$ cat config.mk
export PLATFORM = sky130hd
export DESIGN_NAME = uart_tx_bridge
export DESIGN_NICKNAME = d
export VERILOG_FILES = /design/src/rtl/uart_pkg.sv /design/src/rtl/uart_tx_bridge_byte_fifo.sv /design/src/rtl/uart_tx_bridge.sv
export SDC_FILE = /design/constraint.sdc
export NUM_CORES = 1
export LEC_CHECK = 0
export ABC_AREA = 0
export BUFFER_PORTS_ARGS = -buffer_cell sky130_fd_sc_hd__buf_2
export CAP_MARGIN = 20
export CORE_MARGIN = 3
export CORE_UTILIZATION = 45
export CTS_BUF_LIST = sky130_fd_sc_hd__clkbuf_8
export CTS_CLUSTER_SIZE = 8
export DETAILED_ROUTE_END_ITERATION = 12
export MAX_ROUTING_LAYER = met4
export PLACE_DENSITY = 0.68
export SLEW_MARGIN = 25
export SYNTH_ARGS = -nofsm -noshare
export SYNTH_HDL_FRONTEND = slang
export SYNTH_HIERARCHICAL = 1
export SYNTH_SLANG_ARGS = --single-unit
$ cat constraint.sdc
create_clock -name clk -period 2.84 [get_ports clk]
set_input_delay 0 -clock clk [delete_from_list [all_inputs] [get_ports clk]]
set_output_delay 0 -clock clk [all_outputs]
set_load 0.02 [all_outputs]
$ cat src/rtl/uart_pkg.sv
// ---------------------------------------------------------------------------
// uart_pkg
// Shared definitions for the UART transmit side of the I2C-to-UART bridge:
// transmitter FSM state encoding, 8N1 frame constants and a small helper
// for detecting the final data bit of a frame.
// ---------------------------------------------------------------------------
package uart_pkg;

  // Transmitter FSM states
  typedef enum logic [1:0] {
    ST_IDLE  = 2'd0,
    ST_START = 2'd1,
    ST_DATA  = 2'd2,
    ST_STOP  = 2'd3
  } tx_state_e;

  // 8N1 frame constants
  localparam int   DATA_BITS = 8;
  localparam logic START_LVL = 1'b0;
  localparam logic STOP_LVL  = 1'b1;
  localparam logic IDLE_LVL  = 1'b1;

  // True when the given bit index is the last data bit of the frame
  function automatic logic is_last_data_bit(input logic [2:0] idx);
    return (idx == 3'(DATA_BITS - 1));
  endfunction

endpackage

$ cat src/rtl/uart_tx_bridge_byte_fifo.sv
// ---------------------------------------------------------------------------
// byte_fifo
// Synchronous byte FIFO with show-ahead read data.
// Ports:
//   clk      in   system clock, rising edge
//   rst_n    in   asynchronous active-low reset (pointers/count cleared)
//   wr_en    in   write request; accepted when not full or when a read
//                 happens on the same edge
//   wr_data  in   byte to store
//   rd_en    in   pop the head entry (ignored when empty)
//   rd_data  out  head entry, valid whenever empty is low
//   full     out  occupancy equals DEPTH
//   empty    out  occupancy is zero
//   count    out  current occupancy, 0..DEPTH
// ---------------------------------------------------------------------------
module byte_fifo #(
  parameter  int DEPTH = 4,
  localparam int AW    = $clog2(DEPTH),
  localparam int CW    = AW + 1
) (
  input  logic          clk,
  input  logic          rst_n,
  input  logic          wr_en,
  input  logic [7:0]    wr_data,
  input  logic          rd_en,
  output logic [7:0]    rd_data,
  output logic          full,
  output logic          empty,
  output logic [CW-1:0] count
);

  logic [7:0]    mem_r [DEPTH];
  logic [AW-1:0] wr_ptr_r;
  logic [AW-1:0] rd_ptr_r;
  logic [CW-1:0] count_r;
  logic          wr_acc_s;
  logic          rd_acc_s;

  assign full    = (count_r == CW'(DEPTH));
  assign empty   = (count_r == {CW{1'b0}});
  assign count   = count_r;
  assign rd_data = mem_r[rd_ptr_r];

  // A write into a full FIFO is still accepted when the head leaves on the same edge
  assign wr_acc_s = wr_en && (!full || rd_en);
  assign rd_acc_s = rd_en && !empty;

  // Storage array; data needs no reset because pointers define validity
  always_ff @(posedge clk) begin
    if (wr_acc_s) begin
      mem_r[wr_ptr_r] <= wr_data;
    end
  end

  // Pointers and occupancy; pointers wrap naturally at DEPTH
  always_ff @(posedge clk or negedge rst_n) begin
    if (!rst_n) begin
      wr_ptr_r <= {AW{1'b0}};
      rd_ptr_r <= {AW{1'b0}};
      count_r  <= {CW{1'b0}};
    end else begin
      if (wr_acc_s) begin
        wr_ptr_r <= wr_ptr_r + AW'(1);
      end
      if (rd_acc_s) begin
        rd_ptr_r <= rd_ptr_r + AW'(1);
      end
      case ({wr_acc_s, rd_acc_s})
        2'b10:   count_r <= count_r + CW'(1);
        2'b01:   count_r <= count_r - CW'(1);
        default: count_r <= count_r;
      endcase
    end
  end

endmodule

$ cat src/rtl/uart_tx_bridge.sv
// ---------------------------------------------------------------------------
// uart_tx_bridge
// Buffers bytes received by the I2C slave in a small FIFO and serialises
// them as 8N1 UART, LSB first. Consecutive frames are sent back to back
// with no idle gap while the FIFO holds data.
// Ports:
//   clk         in   system clock, rising edge
//   rst_n       in   asynchronous active-low reset; line returns idle at once
//   byte_in     in   data byte from the I2C slave
//   byte_valid  in   one-cycle strobe qualifying byte_in
//   ovf_clr     in   synchronous clear of the overflow flag
//   tx          out  registered UART line, idle high
//   busy        out  transmitter active or FIFO non-empty
//   fifo_count  out  FIFO occupancy
//   overflow    out  sticky: a byte was dropped because the FIFO was full
// ---------------------------------------------------------------------------
module uart_tx_bridge
  import uart_pkg::*;
#(
  parameter int CLKS_PER_BIT = 16,
  parameter int FIFO_DEPTH   = 4
) (
  input  logic                          clk,
  input  logic                          rst_n,
  input  logic [7:0]                    byte_in,
  input  logic                          byte_valid,
  input  logic                          ovf_clr,
  output logic                          tx,
  output logic                          busy,
  output logic [$clog2(FIFO_DEPTH):0]   fifo_count,
  output logic                          overflow
);

  localparam int                CNT_W     = $clog2(FIFO_DEPTH) + 1;
  localparam int                BAUD_W    = $clog2(CLKS_PER_BIT);
  localparam logic [BAUD_W-1:0] BAUD_LAST = BAUD_W'(CLKS_PER_BIT - 1);

  tx_state_e         state_r;
  tx_state_e         state_nxt_s;
  logic [BAUD_W-1:0] baud_cnt_r;
  logic [BAUD_W-1:0] baud_nxt_s;
  logic [2:0]        bit_idx_r;
  logic [2:0]        bit_idx_nxt_s;
  logic [7:0]        shift_r;
  logic [7:0]        shift_nxt_s;
  logic              tx_r;
  logic              tx_nxt_s;
  logic              busy_r;
  logic              busy_nxt_s;
  logic              overflow_r;
  logic              overflow_nxt_s;

  logic              pop_s;
  logic              wr_acc_s;
  logic              drop_s;
  logic [CNT_W-1:0]  cnt_nxt_s;
  logic [7:0]        fifo_rd_data_s;
  logic              fifo_full_s;
  logic              fifo_empty_s;
  logic [CNT_W-1:0]  fifo_count_s;

  byte_fifo #(
    .DEPTH (FIFO_DEPTH)
  ) u_fifo (
    .clk     (clk),
    .rst_n   (rst_n),
    .wr_en   (byte_valid),
    .wr_data (byte_in),
    .rd_en   (pop_s),
    .rd_data (fifo_rd_data_s),
    .full    (fifo_full_s),
    .empty   (fifo_empty_s),
    .count   (fifo_count_s)
  );

  // Mirror of the FIFO accept rule, used to predict next occupancy for busy
  assign wr_acc_s = byte_valid && (!fifo_full_s || pop_s);
  assign drop_s   = byte_valid && fifo_full_s && !pop_s;

  // Next-state logic; tx_nxt_s is the line level for the cycle after the edge
  always_comb begin
    state_nxt_s   = state_r;
    baud_nxt_s    = baud_cnt_r;
    bit_idx_nxt_s = bit_idx_r;
    shift_nxt_s   = shift_r;
    tx_nxt_s      = IDLE_LVL;
    pop_s         = 1'b0;
    case (state_r)
      ST_IDLE: begin
        if (!fifo_empty_s) begin
          pop_s       = 1'b1;
          shift_nxt_s = fifo_rd_data_s;
          baud_nxt_s  = {BAUD_W{1'b0}};
          state_nxt_s = ST_START;
          tx_nxt_s    = START_LVL;
        end else begin
          tx_nxt_s    = IDLE_LVL;
        end
      end
      ST_START: begin
        if (baud_cnt_r == BAUD_LAST) begin
          baud_nxt_s    = {BAUD_W{1'b0}};
          bit_idx_nxt_s = 3'd0;
          state_nxt_s   = ST_DATA;
          tx_nxt_s      = shift_r[0];
        end else begin
          baud_nxt_s    = baud_cnt_r + BAUD_W'(1);
          tx_nxt_s      = START_LVL;
        end
      end
      ST_DATA: begin
        if (baud_cnt_r == BAUD_LAST) begin
          baud_nxt_s  = {BAUD_W{1'b0}};
          shift_nxt_s = {1'b0, shift_r[7:1]};
          if (is_last_data_bit(bit_idx_r)) begin
            state_nxt_s   = ST_STOP;
            tx_nxt_s      = STOP_LVL;
          end else begin
            bit_idx_nxt_s = bit_idx_r + 3'd1;
            tx_nxt_s      = shift_nxt_s[0];
          end
        end else begin
          baud_nxt_s = baud_cnt_r + BAUD_W'(1);
          tx_nxt_s   = shift_r[0];
        end
      end
      ST_STOP: begin
        if (baud_cnt_r == BAUD_LAST) begin
          baud_nxt_s = {BAUD_W{1'b0}};
          // Chain straight into the next start bit when data is waiting
          if (!fifo_empty_s) begin
            pop_s       = 1'b1;
            shift_nxt_s = fifo_rd_data_s;
            state_nxt_s = ST_START;
            tx_nxt_s    = START_LVL;
          end else begin
            state_nxt_s = ST_IDLE;
            tx_nxt_s    = IDLE_LVL;
          end
        end else begin
          baud_nxt_s = baud_cnt_r + BAUD_W'(1);
          tx_nxt_s   = STOP_LVL;
        end
      end
      default: begin
        state_nxt_s = ST_IDLE;
        baud_nxt_s  = {BAUD_W{1'b0}};
        tx_nxt_s    = IDLE_LVL;
      end
    endcase
  end

  // Next busy and overflow values; a drop on the same edge as a clear keeps the flag set
  always_comb begin
    cnt_nxt_s = fifo_count_s;
    case ({wr_acc_s, pop_s})
      2'b10:   cnt_nxt_s = fifo_count_s + CNT_W'(1);
      2'b01:   cnt_nxt_s = fifo_count_s - CNT_W'(1);
      default: cnt_nxt_s = fifo_count_s;
    endcase
    busy_nxt_s = (state_nxt_s != ST_IDLE) || (cnt_nxt_s != {CNT_W{1'b0}});
    if (drop_s) begin
      overflow_nxt_s = 1'b1;
    end else if (ovf_clr) begin
      overflow_nxt_s = 1'b0;
    end else begin
      overflow_nxt_s = overflow_r;
    end
  end

  // Transmitter state registers
  always_ff @(posedge clk or negedge rst_n) begin
    if (!rst_n) begin
      state_r    <= ST_IDLE;
      baud_cnt_r <= {BAUD_W{1'b0}};
      bit_idx_r  <= 3'd0;
      shift_r    <= 8'h00;
    end else begin
      state_r    <= state_nxt_s;
      baud_cnt_r <= baud_nxt_s;
      bit_idx_r  <= bit_idx_nxt_s;
      shift_r    <= shift_nxt_s;
    end
  end

  // Registered outputs
  always_ff @(posedge clk or negedge rst_n) begin
    if (!rst_n) begin
      tx_r       <= IDLE_LVL;
      busy_r     <= 1'b0;
      overflow_r <= 1'b0;
    end else begin
      tx_r       <= tx_nxt_s;
      busy_r     <= busy_nxt_s;
      overflow_r <= overflow_nxt_s;
    end
  end

  assign tx         = tx_r;
  assign busy       = busy_r;
  assign overflow   = overflow_r;
  assign fifo_count = fifo_count_s;

endmodule
# ---- Yosys cells after proc, flatten, opt, wreduce, memory -nomap -nowiden
# Memories as Yosys holds them, arrays and structs flattened.
# Cells that the tools add are included.
dict set report totals {
  register_bits 27
  ramBits 32
  inputBits 12
  elab_cells 85
  mem_count 1
}
dict set report op_classes {
  n_addsub 6
  n_eq_ne 15
  n_mux 33
  reduce_logical 20
}
# name depth word_bits rd rd_clocked_by_memory_dff wr line
set memory_table {}
lappend memory_table {u_fifo.mem_r 4 8 1 0 1 uart_tx_bridge_byte_fifo.sv:32} ;# logic [7:0] mem_r [DEPTH];
# op count
set ops {}
lappend ops {{2-to-1 mux 8 bit} 3}
lappend ops {{one-hot mux 8 bit (3 select lines)} 1}
lappend ops {{one-hot mux 3 bit (2 select lines)} 3}
lappend ops {{2-to-1 mux 1 bit} 12}
lappend ops {{2-to-1 mux 2 bit} 5}
lappend ops {{inequality test 2 bit (second input constant)} 5}
lappend ops {{2-to-1 mux 3 bit} 3}
lappend ops {{equality test 2 bit (second input constant)} 4}
lappend ops {{2-to-1 mux 4 bit} 2}
lappend ops {{one-hot mux 2 bit (4 select lines)} 1}
lappend ops {{one-hot mux 4 bit (2 select lines)} 1}
lappend ops {{nonzero test 2 bit} 4}
lappend ops {{adder 3 x 1 -> 3 bit (second input constant)} 2}
lappend ops {{equality test 2 x 1 -> 1 bit (second input constant)} 3}
lappend ops {{equality test 3 bit (second input constant)} 2}
lappend ops {{nonzero test 3 bit} 2}
lappend ops {{adder 2 x 1 -> 2 bit (second input constant)} 2}
lappend ops {{adder 4 x 1 -> 4 bit (second input constant)} 1}
lappend ops {{equality test 4 bit (second input constant)} 1}
lappend ops {{logical AND 1 bit} 4}
lappend ops {{one-hot mux 1 bit (4 select lines)} 1}
lappend ops {{AND reduction 4 bit} 1}
lappend ops {{logical NOT 1 bit} 3}
lappend ops {{logical NOT 3 bit} 1}
lappend ops {{other kinds (6)} 7}

# ---- Logic depth before layout (Yosys ltp)
# Gate-level depths: netlist of the first run.
dict set report depth {
  depth_word 10
  ltp_mapped 13
}

# ---- Cells and area by module
# Netlist of the first run, hierarchy kept.
# mod instances cells_per_inst area_per_inst_um2 seq_area_each_um2
set modules_own_cells {}
lappend modules_own_cells {byte_fifo 1 80 1587.8 1136.1}
lappend modules_own_cells {uart_tx_bridge 1 132 1242.4 501.7}

# ---- Least setup slack after synthesis of the first run
# No wires, ideal clock.
dict set report synth_timing {
  path_kind {register to register}
  startpoint {register u_fifo.count_r[0], in the netlist u_fifo/count[0]}
  endpoint {register busy_r, in the netlist busy}
  setup_time_ps 124
  arrival_ps 2663
  required_time_ps 2716
  setup_slack_ps 53
  stages_incl_launch_ff 12
  n_path_buf 0
  synth_period_minus_slack_ps 2787
  path_cell_list {dfrtp_1 > nor3_1 > or3_1 > nand2_1 > nand2_1 > ha_1 > inv_1 > fa_1 > xnor2_1 > xnor2_1 > nand4b_1 > a211o_1}
}
dict set report synth_between {
  elab_chain_len 10
}
# item line
set synth_rtl {}
lappend synth_rtl {{start, declared} uart_tx_bridge_byte_fifo.sv:35} ;# logic [CW-1:0] count_r;
lappend synth_rtl {{start signal, assigned} uart_tx_bridge_byte_fifo.sv:60} ;# count_r <= {CW{1'b0}};
lappend synth_rtl {{start signal, assigned} uart_tx_bridge_byte_fifo.sv:69} ;# 2'b10: count_r <= count_r + CW'(1);
lappend synth_rtl {{start signal, assigned} uart_tx_bridge_byte_fifo.sv:70} ;# 2'b01: count_r <= count_r - CW'(1);
lappend synth_rtl {{logical NOT 3 bit *} uart_tx_bridge_byte_fifo.sv:40} ;# assign empty = (count_r == {CW{1'b0}});
lappend synth_rtl {{net fifo_empty_s} uart_tx_bridge.sv:59} ;# logic fifo_empty_s;
lappend synth_rtl {{2-to-1 mux 1 bit} {uart_tx_bridge.sv:90, uart_tx_bridge.sv:131}}
lappend synth_rtl {{2-to-1 mux 1 bit} uart_tx_bridge.sv:128} ;# if (baud_cnt_r == BAUD_LAST) begin
lappend synth_rtl {{one-hot mux 1 bit (2 select lines)} uart_tx_bridge.sv:88} ;# case (state_r)
lappend synth_rtl {{logical OR 1 bit} uart_tx_bridge.sv:77} ;# assign wr_acc_s = byte_valid && (!fifo_full_s || pop_s);
lappend synth_rtl {{logical AND 1 bit} uart_tx_bridge.sv:77}
lappend synth_rtl {{equality test 2 x 1 -> 1 bit / equality test 2 bit (equally long branches)} uart_tx_bridge.sv:156} ;# case ({wr_acc_s, pop_s})
lappend synth_rtl {{one-hot mux 3 bit (2 select lines)} uart_tx_bridge.sv:156}
lappend synth_rtl {{nonzero test 3 bit} uart_tx_bridge.sv:161} ;# busy_nxt_s = (state_nxt_s != ST_IDLE) || (cnt_nxt_s != {CNT_W{1'b0}});
lappend synth_rtl {{logical OR 1 bit *} uart_tx_bridge.sv:161}
lappend synth_rtl {{net busy_nxt_s} uart_tx_bridge.sv:49} ;# logic busy_nxt_s;
lappend synth_rtl {{end signal, assigned} uart_tx_bridge.sv:194} ;# busy_r <= busy_nxt_s;
lappend synth_rtl {{end, declared} uart_tx_bridge.sv:48} ;# logic busy_r;
# The timed path passes the listed nets; every way through them passes the cells marked *.
# A chain may end at the register's enable or synchronous reset.

# ---- Final worst setup path of the first run
dict set report layout_timing {
  startpoint {register state_r[0]}
  endpoint {register busy_r, in the netlist busy}
}
dict set report layout_between {
  elab_chain_len 8
}
# item line
set layout_rtl {}
lappend layout_rtl {{start, declared} uart_tx_bridge.sv:38} ;# tx_state_e state_r;
lappend layout_rtl {{start signal, assigned} uart_tx_bridge.sv:179} ;# state_r <= state_nxt_s;
lappend layout_rtl {{equality test 2 bit / logical NOT 2 bit (equally long branches)} uart_tx_bridge.sv:88}
lappend layout_rtl {{one-hot mux 1 bit (2 select lines) *} uart_tx_bridge.sv:88}
lappend layout_rtl {{net pop_s} uart_tx_bridge.sv:53} ;# logic pop_s;
lappend layout_rtl {{logical OR 1 bit} uart_tx_bridge.sv:77}
lappend layout_rtl {{logical AND 1 bit} uart_tx_bridge.sv:77}
lappend layout_rtl {{equality test 2 x 1 -> 1 bit / equality test 2 bit (equally long branches)} uart_tx_bridge.sv:156}
lappend layout_rtl {{one-hot mux 3 bit (2 select lines) *} uart_tx_bridge.sv:156}
lappend layout_rtl {{nonzero test 3 bit *} uart_tx_bridge.sv:161}
lappend layout_rtl {{logical OR 1 bit *} uart_tx_bridge.sv:161}
lappend layout_rtl {{net busy_nxt_s} uart_tx_bridge.sv:49}
# Marks and branches as above.

==> flow_summary.yaml, run 1 <==
floorplanning:
  initial_utilization: 0.472
  die_w_um: 85.3
  placeableCoreArea_um2: 5990
  dieArea_um2: 7280
  row_count: 28
  io_pins: 18
  die_h_um: 85.3
sta:
  final-setup-viol-count: 0
  fmax_mhz: 379
  fin_tns_setup_ns: 0
  skew_ns: 0.0106
  drv_slew: 0
  relSlewSlack: 0.549
  rsz0062_at_grt: "false"
  finalCritPeriodShare: 0.928
  period_needed_ns: 2.64
  hold_viol: 0
  tightest_slew_ns: 0.676
logic_synthesis:
  synth_top_family_by_area: "multiplexers"
  synth-seq-area-share: 0.579
  synth_edf_count: 32
  synth.area.top_cells: "edfxtp_1, dfrtp_1, mux4_2"
  muxShareOfSynthArea: 0.0973
  syn_area_per_cell_um2: 13.4
  synth_area_um2: 2830
  synth-xor-area-share: 0.0248
  synthTopCellsByCount: "edfxtp_1, dfrtp_1, inv_1"
  synth_compound_area_frac: 0.0920
  synth_largest_area_cell: "edfxtp_1"
  synth.most_common_cell: "edfxtp_1"
  yosys.area_share.adder: 0.0760
  synthFlopType: "edfxtp_1"
  synth_nets: 240
  ys_warn_count: 6
  postSynthCellCount: 212
  synth_simple_gate_area_share: 0.0928
  synth_seq_cells: 59
  yosysTopAreaCellShare: 0.340
  async_flop_share: 0.458
  synthDistinctLibCells: 44
placed_design:
  postPlaceCellArea_um2: 2990
  io_buffers: 17
  hpwl_mm: 3.25
  gp_congestion: 0.751
routing:
  drc: 0
  drt.antenna.violating_nets: 0
  dr_total_vias: 1688
  vias_per_cell: 5.16
  routed_wl_mm: 4.81
  dr.pass1.iters: 4
  drt-initial-drc-count: 70
  avgRoutedWirePerCell_um: 14.7
clock_tree:
  cts.path.max_buffers: 2
  cts_tree: "yes"
  numClockSinks: 59
  htreeDepth: 3
  clkTransAtPathRegs_ns: 0.08
  clockRootBuffer: "clkbuf_8"
  cts_made_buffers: 9
  clock_latency_ns: 0.34
  post_cts_buffers: 0
worst_setup_path:
  path_cells: "inv_1, ha_1, or3_4, inv_2, ha_2, inv_1, fa_2, xnor2_2, xnor2_1, nand4b_1, a211o_1"
  cp_slowest_cell: "dfrtp_1"
  crit_path_start_kind: "flip-flop"
  worstPathMaxFanout: 4
  slowest_delay_ns: 0.41
  crit_family: "adder cells"
  critPathKind: "reg -> reg"
  required_ns: 3.07
  cpMostUsedCell: "inv_1"
  critPathCaptureType: "flip-flop"
  worst-path-buf-inv: 3
  crit_arrival_ns: 2.86
final_layout:
  nNetsFinal: 275
  drive_gt1_frac: 0.258
  area_growth_pct: 18.4
  fin_area_um2: 3350
  diodes: 0
  utilization: 0.559
status:
  status: "complete, no violations"
global_route:
  gr-total-overflow: 0
  antenna_found_initial: 0
  grt_util_all_layers: 0.158
  grt_max_degree: 28
  grt_pass1_vias: 1835
  grt_pass1_wl_mm: 8.52
pwr:
  power_density_nw_per_um2: 733
  power.total_mw: 2.45
  ir_worst_vdd_mv: 0.509
  leakage_nw: 1.37
run:
  max-cap-violations: 0
min_path:
  hold_class: "in -> reg"
==> placed cells by master (no fill, tap or decap), types with 4 or more instances in the layout <==
cell type,instances
a21oi_1,11
and2_2,4
buf_2,17
clkbuf_8,9
dfrtp_1,26
dlygate4sd3_1,11
edfxtp_1,32
ha_1,11
inv_1,17
mux2i_1,8
mux4_2,8
nand2_1,15
nand3_1,5
nor2_1,8
nor3_1,8
o21ai_0,12
xnor2_1,4
==> repair_timing <==
| action | CTS | global route |
|---|---|---|
| hold endpoints to repair | 59 | 0 |
| endpoints found under the setup margin | 0 | 1 |
| hold buffers | 11 | 0 |
| resized for setup | 0 | 7 |
==> final timing paths <==
kind / startpoint / end / slack, ns / cells after the start
worst max-delay path: state_r[0]$_DFF_PN0_ / busy$_DFF_PN0_ / 0.20 / 11
worst min-delay path: byte_valid / u_fifo/wr_ptr_r[0]$_DFFE_PN0P_ / 0.05 / 3
worst max register to register: state_r[0]$_DFF_PN0_ / busy$_DFF_PN0_ / 0.20 / 11
worst min register to register: bit_idx_r[2]$_DFFE_PN0P_ / bit_idx_r[2]$_DFFE_PN0P_ / 0.52 / 2
max in group asynchronous: rst_n / shift_r[5]$_DFFE_PN0P_ / 2.22 / 2
min in group asynchronous: rst_n / busy$_DFF_PN0_ / 0.22 / 2
==> worst reg2reg max path, delay by kind of cell, from the launching register on <==
family	cells	cell delay [ns]
adder cells (fa/ha/maj)	3	0.80
XOR/XNOR	2	0.28
AO/OA/AOI/OAI	1	0.26
flip-flops	1	0.41
buffers and inverters	3	0.29
AND/OR/NAND/NOR	2	0.50
==> power breakdown <==
part           internal [mW]  switching [mW]
clock network          0.499           0.354
registers               1.05          0.0714
logic                  0.221           0.260
==> per-layer routing <==
metal	part of all wire	up-vias	track usage
li1	-	837	-
met1	0.45	824	0.188
met2	0.50	20	0.248
met3	0.023	7	0.0505
met4	0.019	0	0.0691
met5	0	-	-
==> logic make-up after synthesis <==
kind of cell,count (synthesis)
flip-flops,59
AND/OR/NAND/NOR,50
AO/OA/AOI/OAI,36
buffers and inverters,26
multiplexers,17
adder cells (fa/ha/maj),16
XOR/XNOR,8
==> sequential cells by signal, indices dropped and copies added (netlist names) <==
name and cells:
u_fifo/count 3, overflow 1, busy 1, u_fifo/wr_ptr_r 2, u_fifo/rd_ptr_r 2, tx 1
shift_r 8, u_fifo/mem_r 32, state_r 2, baud_cnt_r 4, bit_idx_r 3
==> layout make-up <==
type	instances	area [um2]
fillers	493	2640
flip-flops and latches	59	1640
multi-input cells	127	1110
repair buffers	31	218
clock buffers	9	124
clock inverters	7	100
well taps	75	93.8
inverters	19	71.3
==> metrics by stage <==
stage | hold WS (ns) | instances | worst slack, ns
CTS | 0.0380 | 327 | 0.0309
finish | 0.0511 | 327 | 0.204
detailed placement | 0.0576 | 300 | 0.0450
floorplan | -0.296 | 212 | 0.0527
global route | 0.0495 | 327 | 0.0252
global placement | 0.0451 | 300 | 0.168
No activity file was read; power rests on OpenSTA's default activity.
==> run 2, diff against run 1 <==
- CORE_UTILIZATION: 45 -> 50
- CTS_BUF_LIST: sky130_fd_sc_hd__clkbuf_8 -> sky130_fd_sc_hd__clkbuf_2
- PLACE_DENSITY: 0.68 -> 0.74
==> run 2 against run 1 <==
Against the previous run:
- clock skew grew 0.013 ns
- non-clock buffer count is 2 higher
- utilization increased by 5.5 points
- clock power is 39% lower
- sequential power hardly changed
- count of clock-buffer cells in the layout increased by 1
- maximum frequency decreased by 1.1%
- final area decreased by 2.8%
- register-to-register slack worse by 0.03 ns
- cell count shrank 0.92%
- critical endpoint unchanged
==> flow_summary.yaml, run 2 (synthesis results as in run 1) <==
sta:
  hold_viol: 0
  final-setup-viol-count: 0
  skew_ns: 0.0233
  fin_tns_setup_ns: 0
  finalCritPeriodShare: 0.939
  rsz0062_at_grt: "false"
  drv_slew: 0
  whs_ns: 0.0367
  fmax_mhz: 375
  period_needed_ns: 2.67
  relSlewSlack: 0.552
  tightest_slew_ns: 0.672
placed_design:
  io_buffers: 17
  placedCellCount: 295
  postPlaceCellArea_um2: 2990
  hpwl_mm: 3.12
  gp_congestion: 0.743
worst_setup_path:
  slowest_delay_ns: 0.45
  crit_arrival_ns: 3.06
  critPathKind: "reg -> reg"
  r2r_setup_slack_ns: 0.17
  path_cells: "inv_2, ha_1, or3_4, inv_2, ha_2, inv_1, fa_2, xnor2_2, xnor2_1, nand4b_1, a211o_1"
  r2r-start: "state_r[0]$_DFF_PN0_"
  r2r_end: "busy$_DFF_PN0_"
  worst-path-stages: 11
  worstPathMaxFanout: 4
  crit_start: "state_r[0]$_DFF_PN0_"
  crit_family: "adder cells"
  crit_path_start_kind: "flip-flop"
  cpMostUsedCell: "inv_2"
  critPathCaptureType: "flip-flop"
  ff2ff_path_depth: 11
  cp_slowest_cell: "dfrtp_1"
  crit_end: "busy$_DFF_PN0_"
  required_ns: 3.23
  worst-path-buf-inv: 3
routing:
  drt.antenna.violating_nets: 0
  drt-initial-drc-count: 106
  vias_per_cell: 5.20
  drc: 0
  avgRoutedWirePerCell_um: 14.5
  dr_total_vias: 1684
  routed_wl_mm: 4.71
  dr.pass1.iters: 4
status:
  status: "complete, no violations"
final_layout:
  fillers: 410
  drive_gt1_frac: 0.272
  most-common-layout-cells: "edfxtp_1, dfrtp_1, buf_2"
  diodes: 0
  fin_area_um2: 3260
  final_common_cell: "edfxtp_1"
  nNetsFinal: 277
  largest_register_ffs: 32
  largest_register: "u_fifo/mem_r"
  area_growth_pct: 15.0
  reg_top3: "u_fifo/mem_r x32, shift_r x8, baud_cnt_r x4"
  fin_cells: 324
  utilization: 0.614
floorplanning:
  die_h_um: 81.2
  row_count: 26
  initial_utilization: 0.534
  die_w_um: 81.2
  dieArea_um2: 6600
  placeableCoreArea_um2: 5300
  io_pins: 18
global_route:
  grt_pass1_wl_mm: 7.98
  antenna_found_initial: 0
  grt_max_degree: 28
  gr-total-overflow: 0
  grt_pass1_vias: 1731
  grt_util_all_layers: 0.168
pwr:
  seq_power_share: 0.526
  leakage_nw: 1.33
  power_density_nw_per_um2: 653
  power.share.clock: 0.245
  p_comb_frac: 0.229
  power.internal_mw: 1.48
  ir_worst_vdd_mv: 0.415
  switching_share: 0.306
  switching_power_mw: 0.651
clock_tree:
  clockRootBuffer: "clkbuf_2"
  cts_tree: "yes"
  clkTransAtPathRegs_ns: 0.18
  clock_latency_ns: 0.48
  cts.path.max_buffers: 2
  htreeDepth: 3
  numClockSinks: 59
  cts_made_buffers: 9
min_path:
  hold_class: "in -> async"
run:
  max-cap-violations: 0
-- run 2: cell count changes in the layout (fill, tap and decap cells not counted), sizes merged --
cell | previous run | this run
buf | 20 | 21
inv | 21 | 19
clkinv | 0 | 2
clkbuf | 9 | 10
dlygate4sd3 | 11 | 12
bufinv | 2 | 1
-- run 2: worst register-to-register path, cell delays in order (launching register included) --
cell	delay [ns]
dfrtp_1	0.45
inv_2	0.08
ha_1	0.29
or3_4	0.38
inv_2	0.09
ha_2	0.19
inv_1	0.05
fa_2	0.35
xnor2_2	0.15
xnor2_1	0.18
nand4b_1	0.11
a211o_1	0.26
-- run 2: cell type report --
class / count / area, um2 / share of cell area
clock inverters: 6 / 66.3 / 0.0204
multi-input cells: 127 / 1110 / 0.340
inverters: 19 / 71.3 / 0.0219
repair buffers: 33 / 235 / 0.0723
flip-flops and latches: 59 / 1640 / 0.503
well taps: 70 / 87.6 / 0.0269
clock buffers: 10 / 50.0 / 0.0154
-- run 2: layer usage --
| metal | GRT usage | vias to the layer above | wire length (um) |
|---|---|---|---|
| met5 | - | - | 0 |
| met4 | 0.0811 | 0 | 141 |
| met3 | 0.0399 | 16 | 162 |
| met2 | 0.259 | 30 | 2280 |
| met1 | 0.209 | 801 | 2120 |
| li1 | - | 837 | - |
-- run 2: worst min path at each step --
stage / startpoint / to / slack [ns] / cells past startpoint
after floorplan: rst_n / baud_cnt_r[0]$_DFFE_PN0P_ / -0.30 / 0
after global placement: rst_n / baud_cnt_r[3]$_DFFE_PN0P_ / 0.05 / 1
after detailed placement: rst_n / baud_cnt_r[3]$_DFFE_PN0P_ / 0.05 / 1
after CTS: rst_n / baud_cnt_r[3]$_DFFE_PN0P_ / 0.03 / 2
after global routing: rst_n / baud_cnt_r[3]$_DFFE_PN0P_ / 0.05 / 2
final: rst_n / baud_cnt_r[3]$_DFFE_PN0P_ / 0.04 / 2
-- run 2: per-stage QoR --
| step | total power, mW | worst slack [ns] |
|---|---|---|
| after floorplan | 1.44 | 0.0527 |
| after global placement | 1.57 | 0.169 |
| after detailed placement | 1.59 | 0.0325 |
| after CTS | 2.13 | 0.0189 |
| after global routing | 2.26 | 0.0175 |
| final | 2.13 | 0.173 |
-- run 2: repair_timing --
item                                    4_1_cts  5_1_grt
hold buffers                                 12        0
hold endpoints to repair                     62        0
setup buffers                                 0        1
gates resized for setup                       0       10
endpoints found under the setup margin        0        2
-- run 2: power groups by stage --
stage	clock [mW]	sequential (mW)	combinational (mW)
after floorplan	0	1.16	0.280
after global placement	0	1.13	0.439
after CTS	0.539	1.12	0.476
after global routing	0.580	1.13	0.544
after detailed placement	0	1.14	0.454
final	0.521	1.12	0.487
